File: config.mk
export PLATFORM = sky130hd
export DESIGN_NAME = run_ctl_flat
export DESIGN_NICKNAME = d
export VERILOG_FILES = /design/src/rtl/run_ctl_if.sv /design/src/rtl/run_ctl.sv /design/src/flat_wrapper.sv
export SDC_FILE = /design/constraint.sdc
export NUM_CORES = 1
export LEC_CHECK = 0
export CAP_MARGIN = 25
export CORE_MARGIN = 1
export CORE_UTILIZATION = 46
export CTS_BUF_LIST = sky130_fd_sc_hd__clkbuf_16
export CTS_CLUSTER_SIZE = 40
export DETAILED_ROUTE_END_ITERATION = 10
export PLACE_DENSITY = 0.85
export SLEW_MARGIN = 20
export SYNTH_ARGS = -nofsm -noshare
export SYNTH_HDL_FRONTEND = slang
export SYNTH_SLANG_ARGS = --single-unit
File: constraint.sdc
create_clock -name clk -period 3.35 [get_ports clk]
set_input_delay 0.335 -clock clk [delete_from_list [all_inputs] [get_ports clk]]
set_output_delay 0.335 -clock clk [all_outputs]
set_load 0.005 [all_outputs]
File: src/rtl/run_ctl_if.sv
// Host, data-memory, processor and result-stream signals of the run controller.
// The slave modport is the controller's view; master is the surrounding system.
interface run_ctl_if;
  logic        go;
  logic        ld_valid;
  logic        ld_ready;
  logic [7:0]  ld_dat;
  logic        dm_wr_en;
  logic [7:0]  dm_addr;
  logic [7:0]  dm_wdat;
  logic [7:0]  dm_rdat;
  logic        dut_start;
  logic        dut_req;
  logic        dut_done;
  logic        res_valid;
  logic        res_ready;
  logic [7:0]  res_dat;
  logic        busy;
  logic        run_done;
  logic        timeout;
  logic [15:0] cyc_cnt;

  modport slave (
    input  go, ld_valid, ld_dat, dm_rdat, dut_done, res_ready,
    output ld_ready, dm_wr_en, dm_addr, dm_wdat, dut_start, dut_req,
           res_valid, res_dat, busy, run_done, timeout, cyc_cnt
  );

  modport master (
    output go, ld_valid, ld_dat, dm_rdat, dut_done, res_ready,
    input  ld_ready, dm_wr_en, dm_addr, dm_wdat, dut_start, dut_req,
           res_valid, res_dat, busy, run_done, timeout, cyc_cnt
  );
endinterface

File: src/rtl/run_ctl.sv
// Run controller: preloads data memory, starts and watches a processor run,
// then streams result bytes back, with a cycle-count watchdog.
module run_ctl #(
  parameter int unsigned N_LOAD    = 8,
  parameter int unsigned N_READ    = 4,
  parameter logic [7:0]  LD_BASE   = 8'h00,
  parameter logic [7:0]  RD_BASE   = 8'h40,
  parameter int unsigned START_CYC = 2,
  parameter logic [15:0] MAX_CYC   = 16'd4096
) (
  input logic      clk,
  input logic      reset,
  run_ctl_if.slave bus
);

  localparam int unsigned IdxMax = (N_LOAD > N_READ) ? N_LOAD : N_READ;
  localparam int unsigned IdxW   = (IdxMax > 1) ? $clog2(IdxMax) : 1;
  localparam int unsigned StW    = (START_CYC > 1) ? $clog2(START_CYC) : 1;

  localparam logic [2:0] StIdle  = 3'd0;
  localparam logic [2:0] StLoad  = 3'd1;
  localparam logic [2:0] StStart = 3'd2;
  localparam logic [2:0] StRun   = 3'd3;
  localparam logic [2:0] StRead  = 3'd4;
  localparam logic [2:0] StErr   = 3'd5;

  logic [2:0]      state_q, state_d;
  logic [IdxW-1:0] idx_q, idx_d;
  logic [StW-1:0]  st_cnt_q, st_cnt_d;
  logic [15:0]     cyc_cnt_q, cyc_cnt_d;
  logic            timeout_q, timeout_d;
  logic            run_done_q, run_done_d;

  always_comb begin
    state_d    = state_q;
    idx_d      = idx_q;
    st_cnt_d   = st_cnt_q;
    cyc_cnt_d  = cyc_cnt_q;
    timeout_d  = timeout_q;
    run_done_d = 1'b0;
    case (state_q)
      StIdle: begin
        if (bus.go) begin
          idx_d     = '0;
          timeout_d = 1'b0;
          cyc_cnt_d = '0;
          state_d   = StLoad;
        end
      end
      StLoad: begin
        if (bus.ld_valid) begin
          if (idx_q == IdxW'(N_LOAD - 1)) begin
            idx_d    = '0;
            st_cnt_d = '0;
            state_d  = StStart;
          end else begin
            idx_d = idx_q + 1'b1;
          end
        end
      end
      StStart: begin
        if (st_cnt_q == StW'(START_CYC - 1)) begin
          state_d = StRun;
        end else begin
          st_cnt_d = st_cnt_q + 1'b1;
        end
      end
      StRun: begin
        // Completion takes priority over the watchdog in the final cycle.
        if (bus.dut_done) begin
          idx_d   = '0;
          state_d = StRead;
        end else if (cyc_cnt_q == MAX_CYC - 16'd1) begin
          timeout_d = 1'b1;
          state_d   = StErr;
        end else begin
          cyc_cnt_d = cyc_cnt_q + 16'd1;
        end
      end
      StRead: begin
        if (bus.res_ready) begin
          if (idx_q == IdxW'(N_READ - 1)) begin
            idx_d      = '0;
            run_done_d = 1'b1;
            state_d    = StIdle;
          end else begin
            idx_d = idx_q + 1'b1;
          end
        end
      end
      StErr:   state_d = StIdle;
      default: state_d = StIdle;
    endcase
  end

  always_ff @(posedge clk or negedge reset) begin
    if (!reset) begin
      state_q    <= StIdle;
      idx_q      <= '0;
      st_cnt_q   <= '0;
      cyc_cnt_q  <= '0;
      timeout_q  <= 1'b0;
      run_done_q <= 1'b0;
    end else begin
      state_q    <= state_d;
      idx_q      <= idx_d;
      st_cnt_q   <= st_cnt_d;
      cyc_cnt_q  <= cyc_cnt_d;
      timeout_q  <= timeout_d;
      run_done_q <= run_done_d;
    end
  end

  logic in_load, in_read;
  assign in_load = (state_q == StLoad);
  assign in_read = (state_q == StRead);

  // All outputs decode from reset-cleared state, so they drop to 0 as soon as reset asserts.
  assign bus.ld_ready  = in_load;
  assign bus.dm_wr_en  = in_load && bus.ld_valid;
  assign bus.dm_addr   = in_load ? LD_BASE + 8'(idx_q) :
                         in_read ? RD_BASE + 8'(idx_q) : 8'h00;
  assign bus.dm_wdat   = (in_load && bus.ld_valid) ? bus.ld_dat : 8'h00;
  assign bus.dut_start = (state_q == StStart);
  assign bus.dut_req   = (state_q == StRun);
  assign bus.res_valid = in_read;
  assign bus.res_dat   = in_read ? bus.dm_rdat : 8'h00;
  assign bus.busy      = (state_q != StIdle);
  assign bus.run_done  = run_done_q;
  assign bus.timeout   = timeout_q;
  assign bus.cyc_cnt   = cyc_cnt_q;

endmodule

File: src/flat_wrapper.sv
// flat-port wrapper written by rule: the top's interface ports become plain ports
module run_ctl_flat 
#(
  parameter int unsigned N_LOAD    = 8,
  parameter int unsigned N_READ    = 4,
  parameter logic [7:0]  LD_BASE   = 8'h00,
  parameter logic [7:0]  RD_BASE   = 8'h40,
  parameter int unsigned START_CYC = 2,
  parameter logic [15:0] MAX_CYC   = 16'd4096
)
  (clk, reset, bus_go, bus_ld_valid, bus_ld_dat, bus_dm_rdat, bus_dut_done, bus_res_ready, bus_ld_ready, bus_dm_wr_en, bus_dm_addr, bus_dm_wdat, bus_dut_start, bus_dut_req, bus_res_valid, bus_res_dat, bus_busy, bus_run_done, bus_timeout, bus_cyc_cnt);
  run_ctl_if bus_i ();
  input logic clk;
  input logic reset;
  input wire logic [$bits(bus_i.go)-1:0] bus_go;
  input wire logic [$bits(bus_i.ld_valid)-1:0] bus_ld_valid;
  input wire logic [$bits(bus_i.ld_dat)-1:0] bus_ld_dat;
  input wire logic [$bits(bus_i.dm_rdat)-1:0] bus_dm_rdat;
  input wire logic [$bits(bus_i.dut_done)-1:0] bus_dut_done;
  input wire logic [$bits(bus_i.res_ready)-1:0] bus_res_ready;
  output wire logic [$bits(bus_i.ld_ready)-1:0] bus_ld_ready;
  output wire logic [$bits(bus_i.dm_wr_en)-1:0] bus_dm_wr_en;
  output wire logic [$bits(bus_i.dm_addr)-1:0] bus_dm_addr;
  output wire logic [$bits(bus_i.dm_wdat)-1:0] bus_dm_wdat;
  output wire logic [$bits(bus_i.dut_start)-1:0] bus_dut_start;
  output wire logic [$bits(bus_i.dut_req)-1:0] bus_dut_req;
  output wire logic [$bits(bus_i.res_valid)-1:0] bus_res_valid;
  output wire logic [$bits(bus_i.res_dat)-1:0] bus_res_dat;
  output wire logic [$bits(bus_i.busy)-1:0] bus_busy;
  output wire logic [$bits(bus_i.run_done)-1:0] bus_run_done;
  output wire logic [$bits(bus_i.timeout)-1:0] bus_timeout;
  output wire logic [$bits(bus_i.cyc_cnt)-1:0] bus_cyc_cnt;
  assign bus_i.go = bus_go;
  assign bus_i.ld_valid = bus_ld_valid;
  assign bus_i.ld_dat = bus_ld_dat;
  assign bus_i.dm_rdat = bus_dm_rdat;
  assign bus_i.dut_done = bus_dut_done;
  assign bus_i.res_ready = bus_res_ready;
  assign bus_ld_ready = bus_i.ld_ready;
  assign bus_dm_wr_en = bus_i.dm_wr_en;
  assign bus_dm_addr = bus_i.dm_addr;
  assign bus_dm_wdat = bus_i.dm_wdat;
  assign bus_dut_start = bus_i.dut_start;
  assign bus_dut_req = bus_i.dut_req;
  assign bus_res_valid = bus_i.res_valid;
  assign bus_res_dat = bus_i.res_dat;
  assign bus_busy = bus_i.busy;
  assign bus_run_done = bus_i.run_done;
  assign bus_timeout = bus_i.timeout;
  assign bus_cyc_cnt = bus_i.cyc_cnt;
  run_ctl #(.N_LOAD(N_LOAD), .N_READ(N_READ), .LD_BASE(LD_BASE), .RD_BASE(RD_BASE), .START_CYC(START_CYC), .MAX_CYC(MAX_CYC)) u_core (.clk(clk), .reset(reset), .bus(bus_i));
endmodule
Word-level counts from Yosys, hierarchy flattened. Index checks and enable logic that the tools add are counted.

$add $sub $neg: 4. Multiply operators: 0. Divide/modulo/power cells: 0. Magnitude comparators: 0. Equality and inequality tests: 18. Shift operators: 0. Multiplexer cells: 35. Bitwise operators: 0. Reduce and logical (&&, ||, !) cells: 11.

Operators with widths (number): $mux W16 (3); $mux W3 (14); $mux W8 (4); $pmux W16 S2 (1); $add A16 B1 Y16 const B (1); $eq A16 B12 Y1 const B (1); $ne A2 B2 Y1 const B (8); $pmux W3 S5 (1); $pmux W3 S4 (1); $eq A3 B2 Y1 const B (3); $mux W1 (9); $add A7 B3 Y8 const A (1); $reduce_and A4 Y1 (2); $reduce_and A7 Y1 (1); $eq A3 B3 Y1 const B (2); $reduce_and A5 Y1 (1); $ne A2 B1 Y1 const B (2); $pmux W1 S2 (2); $reduce_bool A2 Y1 (2); $reduce_bool A4 Y1 (1); $add A3 B1 Y3 const B (1); $eq A3 B1 Y1 const B (1); $logic_not A3 Y1 (1); $ne A3 B2 Y1 const B (1); other kinds (4) (4).

Register bits: 25. Latch bits: 0. Bits in writable memories: 0. ROM bits: 0. Output and inout port bits: 48. Word-level logic and storage cells: 74. Memories kept: 0.

Longest topological paths before layout. Gate-level depths: netlist of run 1.

Depth in word-level cells: 4. Depth in mapped cells: 6. Mapped depth without buffers: 6.

Least setup slack after synthesis of run 1. No wires, ideal clock.

Path kind: reg2reg. From: register u_core.idx_q[0]. To: register u_core.state_q[1]. Setup time: 126 ps. Arrival time: 1696 ps. Path slack: 1528 ps. Cell stages (with the launch flop): 7. Path buffers: 0. Cell sequence: dfrtp_1 ha_1 ha_1 nor4b_1 a221oi_1 and2_1 a221o_1.

Word-level cells in the longest chain between the ends: 3. Elaborated cells on any way between the ends: 5. Those cells by class: eq/ne: 4; reduce/logical: 1.

Ends and longest elaborated chain: start: declaration (line run_ctl.sv:28) `logic [IdxW-1:0] idx_q, idx_d;`; start signal: assignment (line run_ctl.sv:106) `idx_q <= idx_d;`; $eq A3 B2 Y1 / $eq A3 B3 Y1 (equally long branches) (line run_ctl.sv:82, run_ctl.sv:52); $ne A2 B2 Y1 (no source line); $reduce_and A7 Y1 (no source line) (*); end signal: assignment (line run_ctl.sv:98) `state_q <= StIdle;`; end signal: assignment (line run_ctl.sv:105) `state_q <= state_d;`; end: declaration (line run_ctl.sv:27) `logic [2:0] state_q, state_d;`.

Every way passes the cells marked *; elsewhere a longest branch is shown, timed or not. A chain may end at the register's enable or synchronous reset.

Worst setup path in the final report of run 1.
From: register u_core.state_q[2]. To: output bus_dm_addr[0].

Word-level cells in the longest chain between the ends: 3. Elaborated cells on any way between the ends: 4. Those cells by class: eq/ne: 2; mux: 2.

Ends and longest elaborated chain: $eq A3 B3 Y1 (line run_ctl.sv:116) `assign in_read = (state_q == StRead);`; $mux W8 (line run_ctl.sv:122) `in_read ? RD_BASE + 8'(idx_q) : 8'h00;`; $mux W8 (*) (line run_ctl.sv:121) `assign bus.dm_addr = in_load ? LD_BASE + 8'(idx_q) :`; end: declaration (line flat_wrapper.sv:23) `output wire logic [$bits(bus_i.dm_addr)-1:0] bus_dm_addr;`.

Marked as above.

==> out/metrics.cfg, run 1 <==
[sta]
rsz0062_at_grt=no
clock_skew_ns=0.002881
worst_slack_ns=0.6174
max-slew-margin-rel=0.4959
finalMaxSlewViolations=0
hold_viol=0
post-route-period-util=0.8157
worst_slew_pin_slew_ns=0.7534
setup_viol_count_final=0
max_freq_mhz=366.0
min_period_ns=2.733
finalSetupTns_ns=0
hold_slack_ns=0.06296

[worst_setup_path]
cp_common_cell=nor2_1
crit_chain=nand2b_1, nor2_1, nor2_1, nor2b_1, clkdlybuf4s50_1
cp_top_family=simple AND/OR/NAND/NOR gates
r2r-end=u_core.state_q[1]$_DFFE_PN0P_
worstSetupPathType=register to primary output
r2r.worst_path.cells=6
worstPathMaxFanout=14
cp-start-kind=register
cp.arrival_ns=2.40
cp_slowest_cell=nor2_1
worst_ep_required_time_ns=3.01
cp_num_buf_inv=1
cpPeakStageDelay_ns=0.59
r2r-start=u_core.idx_q[0]$_DFFE_PN0P_
rrSetupSlack_ns=1.25
cp-end-kind=primary output

[route]
num_vias=1662
wl_um=4380
dr.pass1.iters=4
routedWlPerCell_um=14.80
antenna_left=0
drt_iter0_markers=124
drc=0
vias_per_cell=5.615

[clocking]
cts_root_buffer=clkbuf_16
hold_buffers=0
clk_pin_slew_ns=0.06
cts.sinks=25
ctsHtreeMaxLevel=1
postCtsSetupBuffers=0
cts_resized=0
cts_buffers=3
cts_tree=built
clk_latency_ns=0.26
clk_path_buf_depth=2

[floorplan]
fp.dieH_um=62.98
die_area_sq_um=3966
pin_count=70
floorplan.die.width_um=62.98
start_util=0.4969
coreArea_sq_um=3442
rows=21

[global_routing]
grt_pass1_wl_um=7327
grt_usage=0.2314
grt_max_degree=26
antenna_found_initial=0
grt_pass1_vias=1514
grt_overflow_total=0

[layout]
diodes=0
nNetsFinal=278
drive_gt1_frac=0.06800
syn_to_final_growth_pct=42.28

[pwr]
cellLeakagePower_nw=1.005
peakVddDrop_mv=0.4091
power_w=0.001338
power.density_nw_per_um2=549.6

[placement]
port_buffers=65
gp_congestion=0.8376
dpl.hpwl_um=3269
pre_cts_ws_ns=0.9097

[synth]
yosys_warnings=0
postSynthCellCount=191
ys_async_sr_fraction=1.000
yosys_register_bits=25
synth_edf_count=0
synth_ff_type=dfrtp_1
synth_area_sq_um=1710
ys_types=46
ys_seq_area_frac=0.3658
avgSynthCellArea_sq_um=8.955

[min_path]
min_path_type=input pin to async pin

[outcome]
outcome=complete, no violations

[job]
maxCapViolations=0

==> synthesized netlist by cell type (2+ instances only) <==
library cell | number | share of area
a21oi_1 | 11 | 0.032
a221o_1 | 2 | 0.012
and2_1 | 14 | 0.051
and3_1 | 11 | 0.040
and4_1 | 3 | 0.015
buf_2 | 4 | 0.012
buf_4 | 5 | 0.022
clkbuf_1 | 4 | 0.0088
dfrtp_1 | 25 | 0.37
ha_1 | 5 | 0.037
inv_1 | 8 | 0.018
mux2_2 | 4 | 0.026
mux2i_1 | 6 | 0.035
nand2_1 | 10 | 0.022
nand2b_1 | 4 | 0.015
nand3_1 | 6 | 0.018
nand3b_1 | 2 | 0.0088
nand4_1 | 6 | 0.022
nor2_1 | 11 | 0.024
nor2b_1 | 2 | 0.0073
nor3_1 | 6 | 0.018
nor3b_2 | 2 | 0.015
nor4b_1 | 2 | 0.010
o211ai_1 | 3 | 0.013
o21ai_0 | 5 | 0.015
o311ai_0 | 2 | 0.010
o31ai_1 | 5 | 0.022
o41ai_1 | 2 | 0.010
or4_1 | 4 | 0.018
==> final cells by class <==
cell class,count,area (sq um)
clock buffers,3,75.07
repair buffers,66,653.1
multi-input cells,147,988.4
clock inverters,1,3.754
fillers,276,1008
well taps,46,57.56
flip-flops and latches,25,625.6
inverters,8,30.03
==> power breakdown <==
| part | switching, W | internal, W | leakage (nW) |
|---|---|---|---|
| Clock | 0.0000971 | 0.000159 | 0.0423 |
| Sequential | 0.0000908 | 0.000350 | 0.338 |
| Combinational | 0.000301 | 0.000340 | 0.625 |
| Total | 0.000489 | 0.000849 | 1.01 |
==> cell usage in the layout (no fill, tap or decap), types with 3 or more instances in the layout <==
cell type	netlist	final
nand3_1	6	6
nand2b_1	4	4
or4_1	4	4
a21oi_1	11	11
and4_1	3	3
mux2_2	4	4
inv_1	8	9
clkdlybuf4s50_1	0	64
mux2i_1	6	6
o211ai_1	3	3
o31ai_1	5	5
o21ai_0	5	5
ha_1	5	5
and3_1	11	11
conb_1	1	4
and2_1	14	14
nor2_1	11	11
clkbuf_16	0	3
nand4_1	6	6
nand2_1	10	10
nor3_1	6	6
dfrtp_1	25	25
==> worst max-delay path by stage <==
stage	from	to	slack [ns]	cells after the start
after floorplan	u_core.idx_q[0]$_DFFE_PN0P_	u_core.state_q[1]$_DFFE_PN0P_	1.53	6
final	u_core.state_q[2]$_DFFE_PN0P_	bus_dm_addr[0]	0.62	5
after global routing	u_core.state_q[0]$_DFFE_PN0P_	bus_dm_addr[1]	0.37	5
after global placement	u_core.state_q[2]$_DFFE_PN0P_	bus_dm_addr[0]	0.97	5
after CTS	u_core.state_q[2]$_DFFE_PN0P_	bus_dm_addr[0]	0.63	5
after detailed placement	u_core.state_q[2]$_DFFE_PN0P_	bus_dm_addr[0]	0.91	5
==> through the flow <==
| step | instance area [sq um] | utilization | std cells |
|---|---|---|---|
| final | 2434 | 0.7070 | 296 |
| after global routing | 2434 | 0.7070 | 296 |
| after CTS | 2434 | 0.7070 | 296 |
| after detailed placement | 2355 | 0.6841 | 292 |
| after global placement | 2360 | 0.6856 | 292 |
| after floorplan | 1722 | - | 194 |
==> cells by family (layout without fill, tap and decap cells) <==
group                      after synthesis  after routing  share of synthesized area
AOI/OAI and AO/OA                       34             34                     0.1324
DFF                                     25             25                     0.3658
muxes                                   10             10                    0.06145
and+or+nand+nor                         94             94                     0.3387
buffers and inverters                   22             78                    0.06291
adders and majority gates                5              5                    0.03658
other                                    1              4                   0.002192
==> metal layers <==
| layer | share of wire | wire length, um | global-route usage | vias up |
|---|---|---|---|---|
| li1 | - | - | - | 819 |
| met1 | 0.48 | 2110 | 0.3333 | 791 |
| met2 | 0.47 | 2037 | 0.3629 | 45 |
| met3 | 0.042 | 186 | 0.03467 | 7 |
| met4 | 0.011 | 46 | 0.04942 | 0 |
| met5 | 0 | 0 | 0 | - |
==> sequential cells by signal (all words and copies together) (netlist names) <==
signal and count:
u_core.bus.cyc_cnt 16, u_core.idx_q 3, u_core.state_q 3, u_core.bus.run_done 1, u_core.bus.timeout 1, u_core.st_cnt_q 1
Power figures use the tool's default switching activity.
==> run 2, diff against run 1 <==
--- a/config.mk
+++ b/config.mk
@@ -7,11 +7,11 @@
 export LEC_CHECK = 0
 export CAP_MARGIN = 25
 export CORE_MARGIN = 1
-export CORE_UTILIZATION = 46
+export CORE_UTILIZATION = 43
 export CTS_BUF_LIST = sky130_fd_sc_hd__clkbuf_16
 export CTS_CLUSTER_SIZE = 40
 export DETAILED_ROUTE_END_ITERATION = 10
-export PLACE_DENSITY = 0.85
+export PLACE_DENSITY = 0.8
 export SLEW_MARGIN = 20
 export SYNTH_ARGS = -nofsm -noshare
 export SYNTH_HDL_FRONTEND = slang
==> constraint.sdc (replaced) <==
create_clock -name clk -period 2.7 [get_ports clk]
set_input_delay 0.27 -clock clk [delete_from_list [all_inputs] [get_ports clk]]
set_output_delay 0.27 -clock clk [all_outputs]
set_load 0.005 [all_outputs]
==> run 2 against run 1 <==
  * Non-clock buffer count rose by 2
  * Core utilization fell by 5.1 points
  * Clock power rose by 29%
  * Combinational power rose by 27%
  * Sequential cell count did not move
  * Power rose by 26%
  * Setup slack got worse by 0.35 ns
  * Via count rose by 1.7%
  * Sequential share of layout area fell by 0.25 points
  * Largest cell class unchanged
  * Largest power group unchanged
  * Highest routed layer unchanged
==> out/metrics.cfg, run 2 (synthesized netlist as in run 1, its figures left out) <==
[pwr]
peakVddDrop_mv=0.5963  ; +46%
p_sw_w=0.0006232  ; +28%
cellLeakagePower_nw=1.014  ; +0.85%
swShare=0.3688  ; +0.003523
power.density_nw_per_um2=687.7  ; +25%
p_seq_frac=0.324  ; -0.006
p_comb_frac=0.480  ; about the same
p_int_w=0.001067  ; +26%
power_w=0.001690  ; +26%
clkPwrFrac=0.196  ; +0.004

[worst_setup_path]
cp-endpoint=bus_dm_addr[0]
worstSetupPathType=register to primary output
cp-end-kind=primary output
cp-start-kind=register
crit_start=u_core.state_q[2]$_DFFE_PN0P_
cp.arrival_ns=2.17  ; -0.23 ns
r2r-end=u_core.state_q[1]$_DFFE_PN0P_
rrSetupSlack_ns=0.67  ; -0.58 ns
r2r-start=u_core.idx_q[0]$_DFFE_PN0P_
r2r.worst_path.cells=6  ; unchanged
worst_ep_required_time_ns=2.43  ; -0.58 ns
worstPathMaxFanout=11  ; -3

[sta]
clock_skew_ns=0.006000  ; +0.003119 ns
max_freq_mhz=410.5
finalSetupTns_ns=0  ; unchanged
min_period_ns=2.436
finalMaxSlewViolations=0  ; unchanged
rsz0062_at_grt=no
post-route-period-util=0.9024
setup_viol_count_final=0  ; unchanged
hold_viol=0  ; unchanged

[floorplan]
die_area_sq_um=4234  ; +6.8%
rows=22  ; +4.8%
floorplan.die.width_um=65.07  ; +3.3%
start_util=0.4569  ; -0.04003
coreArea_sq_um=3744  ; +8.8%
fp.dieH_um=65.07  ; +3.3%
pin_count=70  ; unchanged

[clocking]
clk_latency_ns=0.26  ; about the same
postCtsSetupBuffers=0  ; unchanged
cts.sinks=25  ; unchanged
clk_pin_slew_ns=0.07  ; about the same
cts_resized=0  ; unchanged
cts_buffers=3  ; unchanged
ctsHtreeMaxLevel=1  ; unchanged
cts_tree=built
hold_buffers=0  ; unchanged
clk_path_buf_depth=2  ; unchanged
cts_root_buffer=clkbuf_16

[route]
m1WireLength_um=2087  ; -1.1%
top_layer=met4
wl_um=4589  ; +4.8%
num_vias=1691  ; +1.7%
drt_iter0_markers=57  ; -54%
antenna_left=0  ; unchanged
met2_length_um=2238  ; +9.9%
vias_per_cell=5.637  ; +0.39%
dr.pass1.iters=4  ; unchanged
wl_met3_um=220  ; +18%
routedWlPerCell_um=15.30  ; +3.4%
drc=0  ; unchanged

[layout]
utilization=0.6564  ; -0.05060
fillers=335  ; +21%
layout_commonest_cell=clkdlybuf4s50_1
syn_to_final_growth_pct=43.67
nNetsFinal=280  ; +0.72%
largest_reg_flops=16  ; unchanged
diodes=0  ; unchanged
drive_gt1_frac=0.07540  ; +0.007397
final_cell_mix=clkdlybuf4s50_1, dfrtp_1, and2_1

[placement]
dpl.hpwl_um=3460  ; +5.8%
gp_congestion=0.8430  ; +0.64%
port_buffers=65  ; unchanged

[min_path]
min_path_type=input pin to async pin

[global_routing]
grt_usage=0.2263  ; -0.005149
grt_pass1_wl_um=7507  ; +2.5%
antenna_found_initial=0  ; unchanged
grt_max_degree=26  ; unchanged
grt_overflow_total=0  ; unchanged
grt_pass1_vias=1528  ; +0.92%

[outcome]
outcome=complete, no violations

[job]
maxCapViolations=0  ; unchanged

==> run 2: through the flow <==
step	area, sq um	setup WS [ns]	hold WS, ns	instances
after floorplan	1722	0.8783	-0.02559	194
after global placement	2377	0.6634	0.4757	296
after detailed placement	2377	0.5795	0.5095	296
after CTS	2457	0.2860	0.3951	300
after global routing	2457	0.08791	0.4115	300
final	2457	0.2636	0.3864	300
==> run 2: final cells by class <==
| type | count | area [sq um] | area share |
|---|---|---|---|
| inverter | 8 | 30.03 | 0.01222 |
| clock inverter | 1 | 5.005 | 0.002037 |
| multi-input combinational | 147 | 988.4 | 0.4022 |
| timing repair buffer | 68 | 673.1 | 0.2739 |
| clock buffer | 3 | 75.07 | 0.03055 |
| sequential | 25 | 625.6 | 0.2546 |
| tap | 48 | 60.06 | 0.02444 |
==> run 2: worst max-delay path: stages, from the launching register on <==
cell	delay (ns)
dfrtp_1	0.50
nand2b_1	0.23
nor2_1	0.25
buf_4	0.22
nor2_1	0.09
nor2b_1	0.11
clkdlybuf4s50_1	0.50
==> run 2: worst min-delay path by stage <==
stage	startpoint	to	slack, ns	cells after the start
finish	reset	u_core.state_q[2]$_DFFE_PN0P_	0.39	2
global route	reset	u_core.bus.cyc_cnt[2]$_DFFE_PN0P_	0.41	2
CTS	reset	u_core.state_q[2]$_DFFE_PN0P_	0.40	2
detailed placement	u_core.bus.timeout$_DFFE_PN0P_	u_core.bus.timeout$_DFFE_PN0P_	0.51	2
global placement	u_core.bus.timeout$_DFFE_PN0P_	u_core.bus.timeout$_DFFE_PN0P_	0.48	2
floorplan	reset	u_core.bus.cyc_cnt[0]$_DFFE_PN0P_	-0.03	0
==> run 2: power by group through the flow <==
| stage | Combinational, W | Sequential, W | Clock, W |
|---|---|---|---|
| global placement | 0.000786 | 0.000543 | 0 |
| detailed placement | 0.000802 | 0.000548 | 0 |
| floorplan | 0.000525 | 0.000484 | 0 |
| finish | 0.000811 | 0.000548 | 0.000331 |
| global route | 0.000895 | 0.000565 | 0.000358 |
| CTS | 0.000807 | 0.000544 | 0.000337 |
==> run 2: layer usage <==
layer	up-vias	GRT usage
met2	51	0.3464
li1	818	-
met4	0	0.03804
met5	-	0
met3	4	0.04225
met1	818	0.3337
